`src/rtl/div_share_ctrl_if.sv`:
```
// ---------------------------------------------------------------------------
// div_share_ctrl_if
//   Bundles the requester-side and divider-side signals of div_share_ctrl.
//
//   Requester side : iREQ / iDIVIDEND / iDIVISOR in, oGNT / oBUSY and the
//                    tagged response (oRSP_*) out.
//   Divider side   : oDIV_DIVIDEND / oDIV_DIVISOR / oDIV_VLD / oDIV_RESET out,
//                    iDIV_QUOTIENT / iDIV_REMAINDER / iDIV_DONE in.
//
//   Handshake rules:
//   - A requester holds iREQ[k] high, with its operands stable, until it
//     sees oGNT[k]. The operands are captured on the grant edge, so they may
//     change freely afterwards.
//   - oRSP_VLD is a one-cycle strobe. The oRSP_* fields stay valid until the
//     next strobe.
//   - The divider starts on a rising edge of oDIV_VLD. It answers with a
//     one-cycle iDIV_DONE, and its result is valid in that same cycle.
//
//   Modports: slave = the controller, master = the environment that drives
//   it (requesters plus the divider).
// ---------------------------------------------------------------------------
interface div_share_ctrl_if #(
  parameter int NREQ = 4,
  parameter int IDW  = 2
);
  logic [NREQ-1:0]   iREQ;
  logic [8*NREQ-1:0] iDIVIDEND;
  logic [4*NREQ-1:0] iDIVISOR;
  logic [NREQ-1:0]   oGNT;
  logic              oBUSY;
  logic              oRSP_VLD;
  logic [IDW-1:0]    oRSP_ID;
  logic [7:0]        oRSP_QUOTIENT;
  logic [3:0]        oRSP_REMAINDER;
  logic              oRSP_DIVZERO;
  logic              oRSP_TIMEOUT;
  logic [7:0]        oDIV_DIVIDEND;
  logic [3:0]        oDIV_DIVISOR;
  logic              oDIV_VLD;
  logic              oDIV_RESET;
  logic [7:0]        iDIV_QUOTIENT;
  logic [3:0]        iDIV_REMAINDER;
  logic              iDIV_DONE;

  modport slave (
    input  iREQ, iDIVIDEND, iDIVISOR, iDIV_QUOTIENT, iDIV_REMAINDER, iDIV_DONE,
    output oGNT, oBUSY, oRSP_VLD, oRSP_ID, oRSP_QUOTIENT, oRSP_REMAINDER,
           oRSP_DIVZERO, oRSP_TIMEOUT, oDIV_DIVIDEND, oDIV_DIVISOR, oDIV_VLD,
           oDIV_RESET
  );

  modport master (
    output iREQ, iDIVIDEND, iDIVISOR, iDIV_QUOTIENT, iDIV_REMAINDER, iDIV_DONE,
    input  oGNT, oBUSY, oRSP_VLD, oRSP_ID, oRSP_QUOTIENT, oRSP_REMAINDER,
           oRSP_DIVZERO, oRSP_TIMEOUT, oDIV_DIVIDEND, oDIV_DIVISOR, oDIV_VLD,
           oDIV_RESET
  );
endinterface

```
`src/rtl/div_share_ctrl.sv`:
```
// ---------------------------------------------------------------------------
// div_share_ctrl
//   Shares one 8-bit / 4-bit unsigned sequential divider among NREQ
//   requesters.
//   - A round-robin arbiter picks a requester and captures its operands.
//   - The controller launches the divider and waits for done.
//   - It returns the result tagged with the requester ID.
//   - A zero divisor is answered directly, without using the divider.
//   - A watchdog aborts a divider that never finishes and pulses the
//     divider reset.
//
// Ports
//   CLK        clock, rising edge
//   iRESET_N   asynchronous active-low reset
//   bus        div_share_ctrl_if.slave (requester and divider signals)
//   dbg_state  current FSM state (0 IDLE, 1 LAUNCH, 2 WAIT, 3 RESP, 4 GAP)
// ---------------------------------------------------------------------------
module div_share_ctrl #(
  parameter int NREQ    = 4,
  parameter int IDW     = 2,
  parameter int TIMEOUT = 31
) (
  input  logic             CLK,
  input  logic             iRESET_N,
  div_share_ctrl_if.slave  bus,
  output logic [2:0]       dbg_state
);

  localparam int CW = $clog2(TIMEOUT + 1);

  typedef enum logic [2:0] {
    S_IDLE   = 3'd0,
    S_LAUNCH = 3'd1,
    S_WAIT   = 3'd2,
    S_RESP   = 3'd3,
    S_GAP    = 3'd4
  } state_t;

  state_t          state, state_d;
  logic [CW-1:0]   cnt, cnt_d;
  logic [IDW-1:0]  ptr, ptr_d;
  logic [7:0]      cap_dividend, cap_dividend_d;
  logic [3:0]      cap_divisor, cap_divisor_d;
  logic [IDW-1:0]  cap_id, cap_id_d;
  logic [7:0]      res_q, res_q_d;
  logic [3:0]      res_r, res_r_d;
  logic            res_dz, res_dz_d;
  logic            res_to, res_to_d;
  logic [NREQ-1:0] gnt_d;
  logic [1:0]      drst_cnt;
  logic            drst_load;

  // Arbiter outputs
  logic            found;
  logic [IDW-1:0]  win;
  int              scan_idx;
  logic [7:0]      win_dividend;
  logic [3:0]      win_divisor;

  assign dbg_state         = state;
  // The divider sees the captured operands directly. They change only on a
  // grant edge, so they are already settled one cycle before oDIV_VLD rises.
  assign bus.oDIV_DIVIDEND = cap_dividend;
  assign bus.oDIV_DIVISOR  = cap_divisor;

  // Round-robin scan: the first set request at or above ptr, wrapping round.
  always_comb begin
    found    = 1'b0;
    win      = '0;
    scan_idx = 0;
    for (int i = 0; i < NREQ; i++) begin
      scan_idx = int'(ptr) + i;
      if (scan_idx >= NREQ) scan_idx = scan_idx - NREQ;
      if (!found && bus.iREQ[scan_idx]) begin
        found = 1'b1;
        win   = IDW'(scan_idx);
      end
    end
  end

  assign win_dividend = bus.iDIVIDEND[win*8 +: 8];
  assign win_divisor  = bus.iDIVISOR[win*4 +: 4];

  // Next-state and next-register logic
  always_comb begin
    state_d        = state;
    cnt_d          = cnt;
    ptr_d          = ptr;
    cap_dividend_d = cap_dividend;
    cap_divisor_d  = cap_divisor;
    cap_id_d       = cap_id;
    res_q_d        = res_q;
    res_r_d        = res_r;
    res_dz_d       = res_dz;
    res_to_d       = res_to;
    gnt_d          = '0;
    drst_load      = 1'b0;

    unique case (state)
      S_IDLE: begin
        // Hold off while the divider is still being reset, so that a start
        // edge never overlaps an active divider reset.
        if (found && drst_cnt == 2'd0) begin
          gnt_d[win]     = 1'b1;
          cap_dividend_d = win_dividend;
          cap_divisor_d  = win_divisor;
          cap_id_d       = win;
          ptr_d          = (win == IDW'(NREQ - 1)) ? '0 : win + 1'b1;
          cnt_d          = '0;
          if (win_divisor == 4'd0) begin
            res_q_d  = 8'hFF;
            res_r_d  = win_dividend[3:0];
            res_dz_d = 1'b1;
            res_to_d = 1'b0;
            state_d  = S_RESP;
          end else begin
            state_d  = S_LAUNCH;
          end
        end
      end

      S_LAUNCH: begin
        if (cnt == CW'(1)) begin
          cnt_d   = '0;
          state_d = S_WAIT;
        end else begin
          cnt_d   = cnt + 1'b1;
        end
      end

      S_WAIT: begin
        // Done takes priority over the watchdog on the final cycle.
        if (bus.iDIV_DONE) begin
          res_q_d  = bus.iDIV_QUOTIENT;
          res_r_d  = bus.iDIV_REMAINDER;
          res_dz_d = 1'b0;
          res_to_d = 1'b0;
          state_d  = S_RESP;
        end else if (cnt == CW'(TIMEOUT - 1)) begin
          res_q_d   = 8'h00;
          res_r_d   = 4'h0;
          res_dz_d  = 1'b0;
          res_to_d  = 1'b1;
          drst_load = 1'b1;
          state_d   = S_RESP;
        end else begin
          cnt_d     = cnt + 1'b1;
        end
      end

      S_RESP: begin
        cnt_d   = '0;
        state_d = S_GAP;
      end

      S_GAP: begin
        if (cnt == CW'(1)) begin
          cnt_d   = '0;
          state_d = S_IDLE;
        end else begin
          cnt_d   = cnt + 1'b1;
        end
      end

      default: state_d = S_IDLE;
    endcase
  end

  // State and output registers. oDIV_VLD and oRSP_VLD follow the state one
  // cycle later, so the start edge comes after the operands have settled.
  always_ff @(posedge CLK or negedge iRESET_N) begin
    if (!iRESET_N) begin
      state              <= S_IDLE;
      cnt                <= '0;
      ptr                <= '0;
      cap_dividend       <= '0;
      cap_divisor        <= '0;
      cap_id             <= '0;
      res_q              <= '0;
      res_r              <= '0;
      res_dz             <= 1'b0;
      res_to             <= 1'b0;
      drst_cnt           <= 2'd2;
      bus.oGNT           <= '0;
      bus.oBUSY          <= 1'b0;
      bus.oRSP_VLD       <= 1'b0;
      bus.oRSP_ID        <= '0;
      bus.oRSP_QUOTIENT  <= '0;
      bus.oRSP_REMAINDER <= '0;
      bus.oRSP_DIVZERO   <= 1'b0;
      bus.oRSP_TIMEOUT   <= 1'b0;
      bus.oDIV_VLD       <= 1'b0;
      bus.oDIV_RESET     <= 1'b1;
    end else begin
      state        <= state_d;
      cnt          <= cnt_d;
      ptr          <= ptr_d;
      cap_dividend <= cap_dividend_d;
      cap_divisor  <= cap_divisor_d;
      cap_id       <= cap_id_d;
      res_q        <= res_q_d;
      res_r        <= res_r_d;
      res_dz       <= res_dz_d;
      res_to       <= res_to_d;
      bus.oGNT     <= gnt_d;
      bus.oBUSY    <= (state_d != S_IDLE);
      bus.oRSP_VLD <= (state == S_RESP);
      bus.oDIV_VLD <= (state == S_LAUNCH);
      if (state == S_RESP) begin
        bus.oRSP_ID        <= cap_id;
        bus.oRSP_QUOTIENT  <= res_q;
        bus.oRSP_REMAINDER <= res_r;
        bus.oRSP_DIVZERO   <= res_dz;
        bus.oRSP_TIMEOUT   <= res_to;
      end
      // The divider reset stays high for two cycles after a release or a
      // watchdog abort. The remaining count sits in drst_cnt.
      bus.oDIV_RESET <= drst_load || (drst_cnt != 2'd0);
      if (drst_load)              drst_cnt <= 2'd1;
      else if (drst_cnt != 2'd0)  drst_cnt <= drst_cnt - 2'd1;
    end
  end

endmodule
```
`src/flat_wrapper.sv`:
```
// flat-port wrapper written by rule: the top's interface ports become plain ports
module div_share_ctrl_flat 
#(
  parameter int NREQ    = 4,
  parameter int IDW     = 2,
  parameter int TIMEOUT = 31
)
  (CLK, iRESET_N, dbg_state, bus_iREQ, bus_iDIVIDEND, bus_iDIVISOR, bus_iDIV_QUOTIENT, bus_iDIV_REMAINDER, bus_iDIV_DONE, bus_oGNT, bus_oBUSY, bus_oRSP_VLD, bus_oRSP_ID, bus_oRSP_QUOTIENT, bus_oRSP_REMAINDER, bus_oRSP_DIVZERO, bus_oRSP_TIMEOUT, bus_oDIV_DIVIDEND, bus_oDIV_DIVISOR, bus_oDIV_VLD, bus_oDIV_RESET);
  div_share_ctrl_if #(.NREQ(NREQ), .IDW(IDW)) bus_i ();
  input  logic CLK;
  input  logic iRESET_N;
  output logic [2:0] dbg_state;
  input wire logic [$bits(bus_i.iREQ)-1:0] bus_iREQ;
  input wire logic [$bits(bus_i.iDIVIDEND)-1:0] bus_iDIVIDEND;
  input wire logic [$bits(bus_i.iDIVISOR)-1:0] bus_iDIVISOR;
  input wire logic [$bits(bus_i.iDIV_QUOTIENT)-1:0] bus_iDIV_QUOTIENT;
  input wire logic [$bits(bus_i.iDIV_REMAINDER)-1:0] bus_iDIV_REMAINDER;
  input wire logic [$bits(bus_i.iDIV_DONE)-1:0] bus_iDIV_DONE;
  output wire logic [$bits(bus_i.oGNT)-1:0] bus_oGNT;
  output wire logic [$bits(bus_i.oBUSY)-1:0] bus_oBUSY;
  output wire logic [$bits(bus_i.oRSP_VLD)-1:0] bus_oRSP_VLD;
  output wire logic [$bits(bus_i.oRSP_ID)-1:0] bus_oRSP_ID;
  output wire logic [$bits(bus_i.oRSP_QUOTIENT)-1:0] bus_oRSP_QUOTIENT;
  output wire logic [$bits(bus_i.oRSP_REMAINDER)-1:0] bus_oRSP_REMAINDER;
  output wire logic [$bits(bus_i.oRSP_DIVZERO)-1:0] bus_oRSP_DIVZERO;
  output wire logic [$bits(bus_i.oRSP_TIMEOUT)-1:0] bus_oRSP_TIMEOUT;
  output wire logic [$bits(bus_i.oDIV_DIVIDEND)-1:0] bus_oDIV_DIVIDEND;
  output wire logic [$bits(bus_i.oDIV_DIVISOR)-1:0] bus_oDIV_DIVISOR;
  output wire logic [$bits(bus_i.oDIV_VLD)-1:0] bus_oDIV_VLD;
  output wire logic [$bits(bus_i.oDIV_RESET)-1:0] bus_oDIV_RESET;
  assign bus_i.iREQ = bus_iREQ;
  assign bus_i.iDIVIDEND = bus_iDIVIDEND;
  assign bus_i.iDIVISOR = bus_iDIVISOR;
  assign bus_i.iDIV_QUOTIENT = bus_iDIV_QUOTIENT;
  assign bus_i.iDIV_REMAINDER = bus_iDIV_REMAINDER;
  assign bus_i.iDIV_DONE = bus_iDIV_DONE;
  assign bus_oGNT = bus_i.oGNT;
  assign bus_oBUSY = bus_i.oBUSY;
  assign bus_oRSP_VLD = bus_i.oRSP_VLD;
  assign bus_oRSP_ID = bus_i.oRSP_ID;
  assign bus_oRSP_QUOTIENT = bus_i.oRSP_QUOTIENT;
  assign bus_oRSP_REMAINDER = bus_i.oRSP_REMAINDER;
  assign bus_oRSP_DIVZERO = bus_i.oRSP_DIVZERO;
  assign bus_oRSP_TIMEOUT = bus_i.oRSP_TIMEOUT;
  assign bus_oDIV_DIVIDEND = bus_i.oDIV_DIVIDEND;
  assign bus_oDIV_DIVISOR = bus_i.oDIV_DIVISOR;
  assign bus_oDIV_VLD = bus_i.oDIV_VLD;
  assign bus_oDIV_RESET = bus_i.oDIV_RESET;
  div_share_ctrl #(.NREQ(NREQ), .IDW(IDW), .TIMEOUT(TIMEOUT)) u_core (.CLK(CLK), .iRESET_N(iRESET_N), .bus(bus_i), .dbg_state(dbg_state));
endmodule
```
`config.mk`:
```
export PLATFORM = sky130hd
export DESIGN_NAME = div_share_ctrl_flat
export DESIGN_NICKNAME = d
export VERILOG_FILES = /design/src/rtl/div_share_ctrl_if.sv /design/src/rtl/div_share_ctrl.sv /design/src/flat_wrapper.sv
export SDC_FILE = /design/constraint.sdc
export NUM_CORES = 1
export LEC_CHECK = 0
export BUFFER_PORTS_ARGS = -buffer_cell sky130_fd_sc_hd__buf_4
export CAP_MARGIN = 40
export CORE_UTILIZATION = 35
export CTS_CLUSTER_DIAMETER = 120
export DETAILED_ROUTE_END_ITERATION = 12
export PLACE_DENSITY = 0.57
export SYNTH_ARGS = -nofsm -noshare
export SYNTH_HDL_FRONTEND = slang
export SYNTH_SLANG_ARGS = --single-unit
export TNS_END_PERCENT = 10
```
`constraint.sdc`:
```
create_clock -name CLK -period 2.7 [get_ports CLK]
set_input_delay 0.135 -clock CLK [delete_from_list [all_inputs] [get_ports CLK]]
set_output_delay 0.135 -clock CLK [all_outputs]
set_load 0.005 [all_outputs]
```
Yosys cells after proc, flatten, opt, wreduce, memory -nomap -nowiden
Index checks and enable logic that the tools add are counted.

operators by class
  $add $sub $neg = 10
  order comparisons = 10
  eq/ne operators = 12
  shift operators = 2
  mux-type cells = 66
  reductions and logical operators = 21

operators by type and width
  operator               count
  $lt 32x4->1 const B    4
  $mux 32                4
  $ge 32x4->1 const B    3
  $sub 32x4->32 const B  3
  $mux 8                 4
  $shiftx 32x6->8        1
  $mux 1                 24
  $mux 4                 6
  $mux 5                 4
  $pmux 5 s4             1
  $mux 2                 8
  $pmux 8 s2             1
  $shiftx 16x5->4        1
  $mux 3                 5
  $pmux 3 s5             1
  $bmux 1 s2             4
  $pmux 4 s2             1
  $reduce_and 4->1       2
  $add 2x2->3 const B    2
  $eq 3x2->1 const B     2
  $reduce_bool 2->1      3
  $add 5x1->5 const B    1
  $eq 5x1->1 const B     1
  $eq 5x5->1 const B     1
  other kinds (25)       34

storage, ports and cells
  register bits = 64
  input port bits = 67
  output and inout port bits = 39
  word-level logic and storage cells = 142

Longest topological paths before layout
Gate-level depths: netlist of run 1.

  depth after elaboration = 21
  mapped depth = 11
  depth with buffers taken out = 9

Worst setup path after synthesis of run 1
Ideal clock, no wire load.

  path type = register to register
  start = register u_core.ptr[0]
  end = register u_core.res_r[0]
  library setup time = 0.125 ns
  data arrival time = 2.186 ns
  required time = 2.575 ns
  setup slack = 0.389 ns
  stages on the path, launching flop included = 10
  path buffers = 2
  clock period less this slack = 2.311 ns
  cells stage by stage = dfrtp_1 nor2b_1 or4b_1 buf_2 a21oi_1 o21ai_1 a222oi_1 or2_1 buf_6 mux2_4

between the ends
  longest elaborated chain between the ends = 19

RTL lines
  what                                                    RTL line               text
  start, declared                                         div_share_ctrl.sv:41   logic [IDW-1:0] ptr, ptr_d;
  start signal, assigned                                  div_share_ctrl.sv:197  ptr <= ptr_d;
  branches (longest 19 deep; another with $sub 32x4->32)  --
  end signal, assigned                                    div_share_ctrl.sv:202  res_r <= res_r_d;
  end, declared                                           div_share_ctrl.sv:46   logic [3:0] res_r, res_r_d;

Several ways; the timed one is not identified. The select of a mux whose other input is x is not followed.
A chain may end at the register's enable or synchronous reset.

Final worst setup path of run 1
  start = register u_core.ptr[0]
  end = register u_core.res_r[2]

Same word-level chain as after synthesis.

==> impl_results.md, run 1 <==
* Run status: finished clean
* First-pass GRT wire length at 13,700 µm
* Port-buffer cells at 105
* Row cnt at 34
* Area of the multi-input gates at 0.00148 mm²
* Post-Syn Area at 0.00319 mm²
* Most common cell after layout, fill and taps aside: buf_4
* Antenna violations before repair at 0
* Clock Root Buffer: clkbuf_8
* Core Util, Final at 0.499
* Crit-path max FO at 5
* CP Data Arrival Time at 2.76 ns
* ANT cells at 0
* Worst-skew pair later-pin latency at 0.34 ns
* Synthesis Warnings at 0
* Final Hold Fails at 0
* Least-Margin Pin Slew at 0.803 ns
* DP Cell Count at 556
* Sink Count at 64
* I/O pin cnt at 106
* Yosys top cell area share at 0.486
* WP buf/inv at 0
* WL/cell at 14.1 µm
* Peak VDD IR at 0.000362 V
* Min-Delay Endpoint: u_core.res_q[6]$_DFFE_PN0P_
* Hold path start: bus_iDIV_QUOTIENT[6]
* Worst Hold Depth at 2
* Main synth FF type: dfrtp_1
* CP max stage cell: or4_1
* Startpoint Class: flip-flop
* Total negative slack at 0 ns
* Number of enable flip-flop cells after synthesis at 0
* Worst hold path class: primary input to flip-flop
* Core ar. at 0.00876 mm²
* Unrepaired setup endpoints after global routing: false
* Drt drc at 0
* CTS tree: done
* DR vias at 2,818
* Slew margin rel. at 0.464
* Fillers at 846
* Die width at 97.5 µm
* Final Slew Violations at 0
* Synth Net Count at 422
* Slack of the worst reg-to-reg path at 0.16 ns
* Max-cap violations at 0
* Starting DRT DRC Count at 71
* RR Startpoint: u_core.ptr[0]$_DFFE_PN0P_
* Final global-route overflow total at 0
* Effective utilization at floorplan at 0.364
* Largest net degree at the start of global routing at 65
* Tmin final at 2.54 ns
* Gr usage total at 0.181
* DR vias/cell at 4.92
* ANT nets after route at 0
* Top post-synthesis cells by area: dfrtp_1 (49%), nand2_1 (12%), o21ai_1 (3.3%), ha_1 (3.1%), nand3_1 (3.1%)
* R2r endpoint: u_core.res_r[2]$_DFFE_PN0P_
* Overall die height at 97.5 µm
* Flops & latches, synth at 64
* Period utilisation layout at 0.941
* Final setup viols at 0
* Avg Cell Area, Syn at 9.20 µm²
* CP delay by family, top: simple AND/OR/NAND/NOR gates
* Sequential area share after synthesis at 0.502
* Asr flop ratio synth at 1.00
* Crit path cell chain: nor2b_1, nor4_2, or4_1, a211o_1, a222oi_1, or2_4, mux2_4
* CP Class: flip-flop to flip-flop
* Reg2Reg Depth at 7
* Worst path max stage delay at 0.49 ns
* Inserted Clock Buffers at 9
* Post-Route WL at 8100 µm
* Vias in the first global route at 2,817
* Final Skew at 0.00533 ns
* Cell taking the most area after synthesis: dfrtp_1
* Unique masters post-synth at 44
* DR pass1 iterations at 4
* Fmax at 0.394 GHz
* Most frequent cells in the layout: buf_4 (120), nand2_1 (102), dfrtp_1 (62)
* Clock transition at the registers of the reported paths at 0.08 ns
* Final Non-Filler Cells at 573
* Critical path required time at 2.92 ns
* P_leak at 2.28 nW
* Final nets at 535
* Worst Setup End Kind: flip-flop
* H-tree depth at 3
* Routability-driven placement congestion ratio at 0.847
* DIE AREA at 0.00951 mm²
* Fraction of layout cells with a size suffix above 1 at 0.333
* HPWL Detailed at 6090 µm
* P&R area growth vs syn at 37.0%
* Syn Inst Count at 347
* FF/Latch Area at 0.00160 mm²
* Pwr Density at 1010 mW/mm²
* Clk buf depth at 2
## state kept, by name (all words and copies together), names as in the netlist, 2 cells and up
register                   cells
u_core.dbg_state               3
u_core.bus.oRSP_REMAINDER      4
u_core.bus.oDIV_DIVIDEND       8
u_core.bus.oDIV_DIVISOR        4
u_core.bus.oRSP_QUOTIENT       8
u_core.cnt                     5
u_core.bus.oGNT                4
u_core.cap_id                  2
u_core.ptr                     2
u_core.bus.oRSP_ID             2
u_core.res_r                   4
u_core.res_q                   8
u_core.drst_cnt                2
## worst max path at each step
stage | depth (start not counted) | end | from | slack (ns)
after global routing | 7 | u_core.res_r[3]$_DFFE_PN0P_ | u_core.ptr[0]$_DFFE_PN0P_ | 0.02
final | 7 | u_core.res_r[2]$_DFFE_PN0P_ | u_core.ptr[0]$_DFFE_PN0P_ | 0.16
after CTS | 6 | u_core.res_r[3]$_DFFE_PN0P_ | u_core.ptr[1]$_DFFE_PN0P_ | 0.002
after global placement | 7 | u_core.res_r[2]$_DFFE_PN0P_ | u_core.ptr[0]$_DFFE_PN0P_ | 0.16
after floorplan | 9 | u_core.res_r[0]$_DFFE_PN0P_ | u_core.ptr[0]$_DFFE_PN0P_ | 0.39
after detailed placement | 6 | u_core.res_r[2]$_DFFE_PN0P_ | u_core.ptr[1]$_DFFE_PN0P_ | 0.01
## power by group
group          switching, W  internal [W]  total (W)  leakage [nW]
sequential         0.000216       0.00135    0.00157         0.808
clock              0.000402      0.000435   0.000837        0.0964
combinational       0.00103      0.000996    0.00203          1.37
total               0.00165       0.00278    0.00443          2.28
## stage by stage
stage	hold slack, ns	area (µm²)	setup WS, ns	total power (W)
detailed placement	0.281	4150	0.00975	0.00363
CTS	0.0129	4360	0.00171	0.00448
global placement	0.281	4150	0.158	0.00359
global route	0.00892	4370	0.0228	0.00481
finish	0.0230	4370	0.159	0.00443
floorplan	-0.161	3190	0.389	0.00276
## cell families (layout without fill, tap and decap cells)
group                    count (synthesis)  after routing  synth area share
flip-flops                              64             64             0.502
multiplexers                            18             18            0.0647
XOR/XNOR                                 1              1           0.00274
adder cells (fa/ha/maj)                  8              8            0.0313
buffers and inverters                   31            149            0.0404
AND/OR/NAND/NOR                        163            163             0.231
AO/OA/AOI/OAI                           62             62             0.128
## layer usage
metal / part of all wire / vias up / track usage
met2: 0.48 / 75 / 0.293
met4: 0.029 / 0 / 0.0871
li1: - / 1420 / -
met1: 0.44 / 1305 / 0.231
met3: 0.041 / 18 / 0.0367
met5: 0 / - / 0
## synthesized netlist by cell type, drive strengths merged, types with 3 or more instances
library cell,instances
clkbuf,13
dfrtp,62
mux2i,9
and3,6
mux2,9
inv,12
nor2b,5
buf,6
a221o,8
nand2,103
a21oi,7
nor2,7
o21ai,32
ha,8
nor3,5
nand3,20
nand2b,4
o31ai,3
## area by class of cell
class / count / area share
clock inverter: 7 / 0.0183
sequential: 64 / 0.367
timing repair buffer: 121 / 0.208
tap: 108 / 0.0309
clock buffer: 9 / 0.0283
multi-input combinational: 252 / 0.337
inverter: 12 / 0.0103
## what timing repair did
item / in CTS / in global routing
hold endpoints to repair: 62 / 0
hold buffers: 1 / 0
endpoints found under the setup margin: 0 / 5
resized for setup: 0 / 3
setup buffers: 0 / 0
## worst reg2reg max path: stages (launching register included)
cell	delay, ns
dfrtp_1	0.40
nor2b_1	0.22
nor4_2	0.11
or4_1	0.49
a211o_1	0.33
a222oi_1	0.33
or2_4	0.24
mux2_4	0.30
No activity file was read; power rests on OpenSTA's default activity.
==> inputs of run 2 (changes only) <==
--- a/config.mk
+++ b/config.mk
@@ -7,10 +7,10 @@
 export LEC_CHECK = 0
 export BUFFER_PORTS_ARGS = -buffer_cell sky130_fd_sc_hd__buf_4
 export CAP_MARGIN = 40
-export CORE_UTILIZATION = 35
+export CORE_UTILIZATION = 50
 export CTS_CLUSTER_DIAMETER = 120
 export DETAILED_ROUTE_END_ITERATION = 12
-export PLACE_DENSITY = 0.57
+export PLACE_DENSITY = 0.77
 export SYNTH_ARGS = -nofsm -noshare
 export SYNTH_HDL_FRONTEND = slang
 export SYNTH_SLANG_ARGS = --single-unit
==> impl_results.md, run 2 (synthesis results as in run 1) <==
* WL/cell at 14.8 µm (was 14.1 µm)
* Starting DRT DRC Count at 151 (was 71)
* Fraction of layout cells with a size suffix above 1 at 0.332 (was 0.333)
* FF/Latch Area at 0.00160 mm² (unchanged)
* P_leak at 2.27 nW (was 2.28 nW)
* Critical Path Sink: u_core.res_r[2]$_DFFE_PN0P_ (unchanged)
* Fillers at 495 (was 846)
* ANT nets after route at 0 (unchanged)
* Crit. Startpoint: u_core.ptr[0]$_DFFE_PN0P_ (unchanged)
* RR Startpoint: u_core.ptr[0]$_DFFE_PN0P_ (unchanged)
* Worst hold path class: primary input to flip-flop (unchanged)
* Sink Count at 64 (unchanged)
* Run status: finished clean (unchanged)
* Gr usage total at 0.260 (was 0.181)
* Least-Margin Pin Slew at 0.782 ns (was 0.803 ns)
* DP Cell Count at 522 (was 556)
* Die width at 81.9 µm (was 97.5 µm)
* Post-Route WL at 8000 µm (was 8100 µm)
* Port-buffer cells at 105 (unchanged)
* I/O pin cnt at 106 (unchanged)
* Worst Setup End Kind: flip-flop (unchanged)
* Pre-CTS WS at 0.0908 ns (was 0.00975 ns)
* Vias in the first global route at 2,900 (was 2,817)
* Most common cell after layout, fill and taps aside: buf_4 (unchanged)
* Largest net degree at the start of global routing at 65 (unchanged)
* Fmax at 0.386 GHz (was 0.394 GHz)
* Startpoint Class: flip-flop (unchanged)
* Row cnt at 28 (was 34)
* Final Non-Filler Cells at 539 (was 573)
* Clock Root Buffer: clkbuf_8 (unchanged)
* PnR worst setup slack at 0.111 ns (was 0.159 ns)
* Final setup viols at 0 (unchanged)
* Worst-skew pair later-pin latency at 0.35 ns (was 0.34 ns)
* Max-cap violations at 0 (unchanged)
* Clock transition at the registers of the reported paths at 0.08 ns (about the same)
* Drt drc at 0 (unchanged)
* Most frequent cells in the layout: buf_4 (119), nand2_1 (102), dfrtp_1 (62) (was buf_4 (120), nand2_1 (102), dfrtp_1 (62))
* DR pass1 iterations at 4 (unchanged)
* First-pass GRT wire length at 13,000 µm (was 13,700 µm)
* Pwr Density at 1030 mW/mm² (was 1010 mW/mm²)
* Clk buf depth at 2 (unchanged)
* Tmin final at 2.59 ns (was 2.54 ns)
* Period utilisation layout at 0.959 (was 0.941)
* Peak VDD IR at 0.000633 V (was 0.000362 V)
* Reg2Reg Depth at 9 (was 7)
* Area of the multi-input gates at 0.00148 mm² (unchanged)
* DIE AREA at 0.00671 mm² (was 0.00951 mm²)
* Final Hold Fails at 0 (unchanged)
* Final Skew at 0.0105 ns (was 0.00533 ns)
* Slew margin rel. at 0.478 (was 0.464)
* Overall power at 0.00445 W (was 0.00443 W)
* Core ar. at 0.00603 mm² (was 0.00876 mm²)
* Routability-driven placement congestion ratio at 0.891 (was 0.847)
* Effective utilization at floorplan at 0.530 (was 0.364)
* H-tree depth at 3 (unchanged)
* Overall die height at 81.9 µm (was 97.5 µm)
* DR vias/cell at 5.47 (was 4.92)
* CP Class: flip-flop to flip-flop (unchanged)
* DR vias at 2,950 (was 2,818)
* Final global-route overflow total at 0 (unchanged)
* Fin Hold WS at 0.0143 ns (was 0.0230 ns)
* CTS tree: done (unchanged)
* Final Slew Violations at 0 (unchanged)
* Critical path required time at 2.98 ns (was 2.92 ns)
* Placed inst area at 0.00410 mm² (was 0.00415 mm²)
* HPWL Detailed at 5840 µm (was 6090 µm)
* P&R area growth vs syn at 35.5% (was 37.0%)
* CP Data Arrival Time at 2.87 ns (was 2.76 ns)
* ANT cells at 0 (unchanged)
* R2r endpoint: u_core.res_r[2]$_DFFE_PN0P_ (unchanged)
* Final nets at 534 (was 535)
* Crit-path max FO at 13 (was 5)
* Final Cell Area at 0.00433 mm² (was 0.00437 mm²)
* Slack of the worst reg-to-reg path at 0.11 ns (was 0.16 ns)
* Inserted Clock Buffers at 9 (unchanged)
* Antenna violations before repair at 0 (unchanged)
## run 2: cell count changes in the layout (fill, tap and decap cells not counted), sizes merged
cell,change
buf,-1
clkbuf,+1
inv,-1
## run 2: power by group
group          leakage (nW)  internal, W  switching [W]
logic                  1.37     0.000989        0.00105
registers             0.808      0.00135       0.000217
clock network        0.0989     0.000454       0.000384
total                  2.27      0.00279        0.00165
## run 2: critical path, stage by stage, from the launching register on
cell and delay [ns]:
dfrtp_1 0.38, nor2b_1 0.09, or4b_1 0.66, nand2_4 0.13, inv_2 0.12, buf_4 0.23
mux2i_1 0.13, mux2_2 0.30, o21ai_0 0.29, mux2_4 0.21
## run 2: stage by stage
stage,setup TNS [ns],utilization
after floorplan,0,-
after global placement,0,0.680
after detailed placement,0,0.680
after CTS,0,0.716
after global routing,-0.00323,0.718
final,0,0.718
## run 2: worst min-delay path by stage
stage / from / endpoint / slack (ns) / depth (start not counted)
6_report: bus_iDIV_QUOTIENT[3] / u_core.res_q[3]$_DFFE_PN0P_ / 0.01 / 2
4_1_cts: bus_iDIV_QUOTIENT[3] / u_core.res_q[3]$_DFFE_PN0P_ / 0.005 / 2
3_3_place_gp: iRESET_N / u_core.bus.oDIV_DIVISOR[1]$_DFFE_PN0P_ / 0.27 / 1
2_1_floorplan: iRESET_N / u_core.bus.oBUSY$_DFF_PN0_ / -0.16 / 0
3_5_place_dp: iRESET_N / u_core.bus.oDIV_DIVISOR[2]$_DFFE_PN0P_ / 0.27 / 1
5_1_grt: bus_iDIV_QUOTIENT[3] / u_core.res_q[3]$_DFFE_PN0P_ / 0.009 / 2
## run 2: cell type report
type / count / area share
sequential: 64 / 0.371
multi-input combinational: 252 / 0.341
timing repair buffer: 120 / 0.209
clock buffer: 10 / 0.0318
tap: 75 / 0.0217
clock inverter: 6 / 0.0156
inverter: 12 / 0.0104
## run 2: metal layers
layer / vias to the layer above / share of wire / GRT usage
met5: - / 0 / 0
met4: 0 / 0.025 / 0.135
met3: 19 / 0.054 / 0.0533
met2: 89 / 0.50 / 0.444
met1: 1426 / 0.42 / 0.308
li1: 1416 / - / -
## run 2: what timing repair did
action / in CTS / in global routing
hold buffers: 1 / 0
endpoints found under the hold margin: 62 / 0
resized for setup: 0 / 3
setup buffers: 0 / 0
setup endpoints to repair: 0 / 4
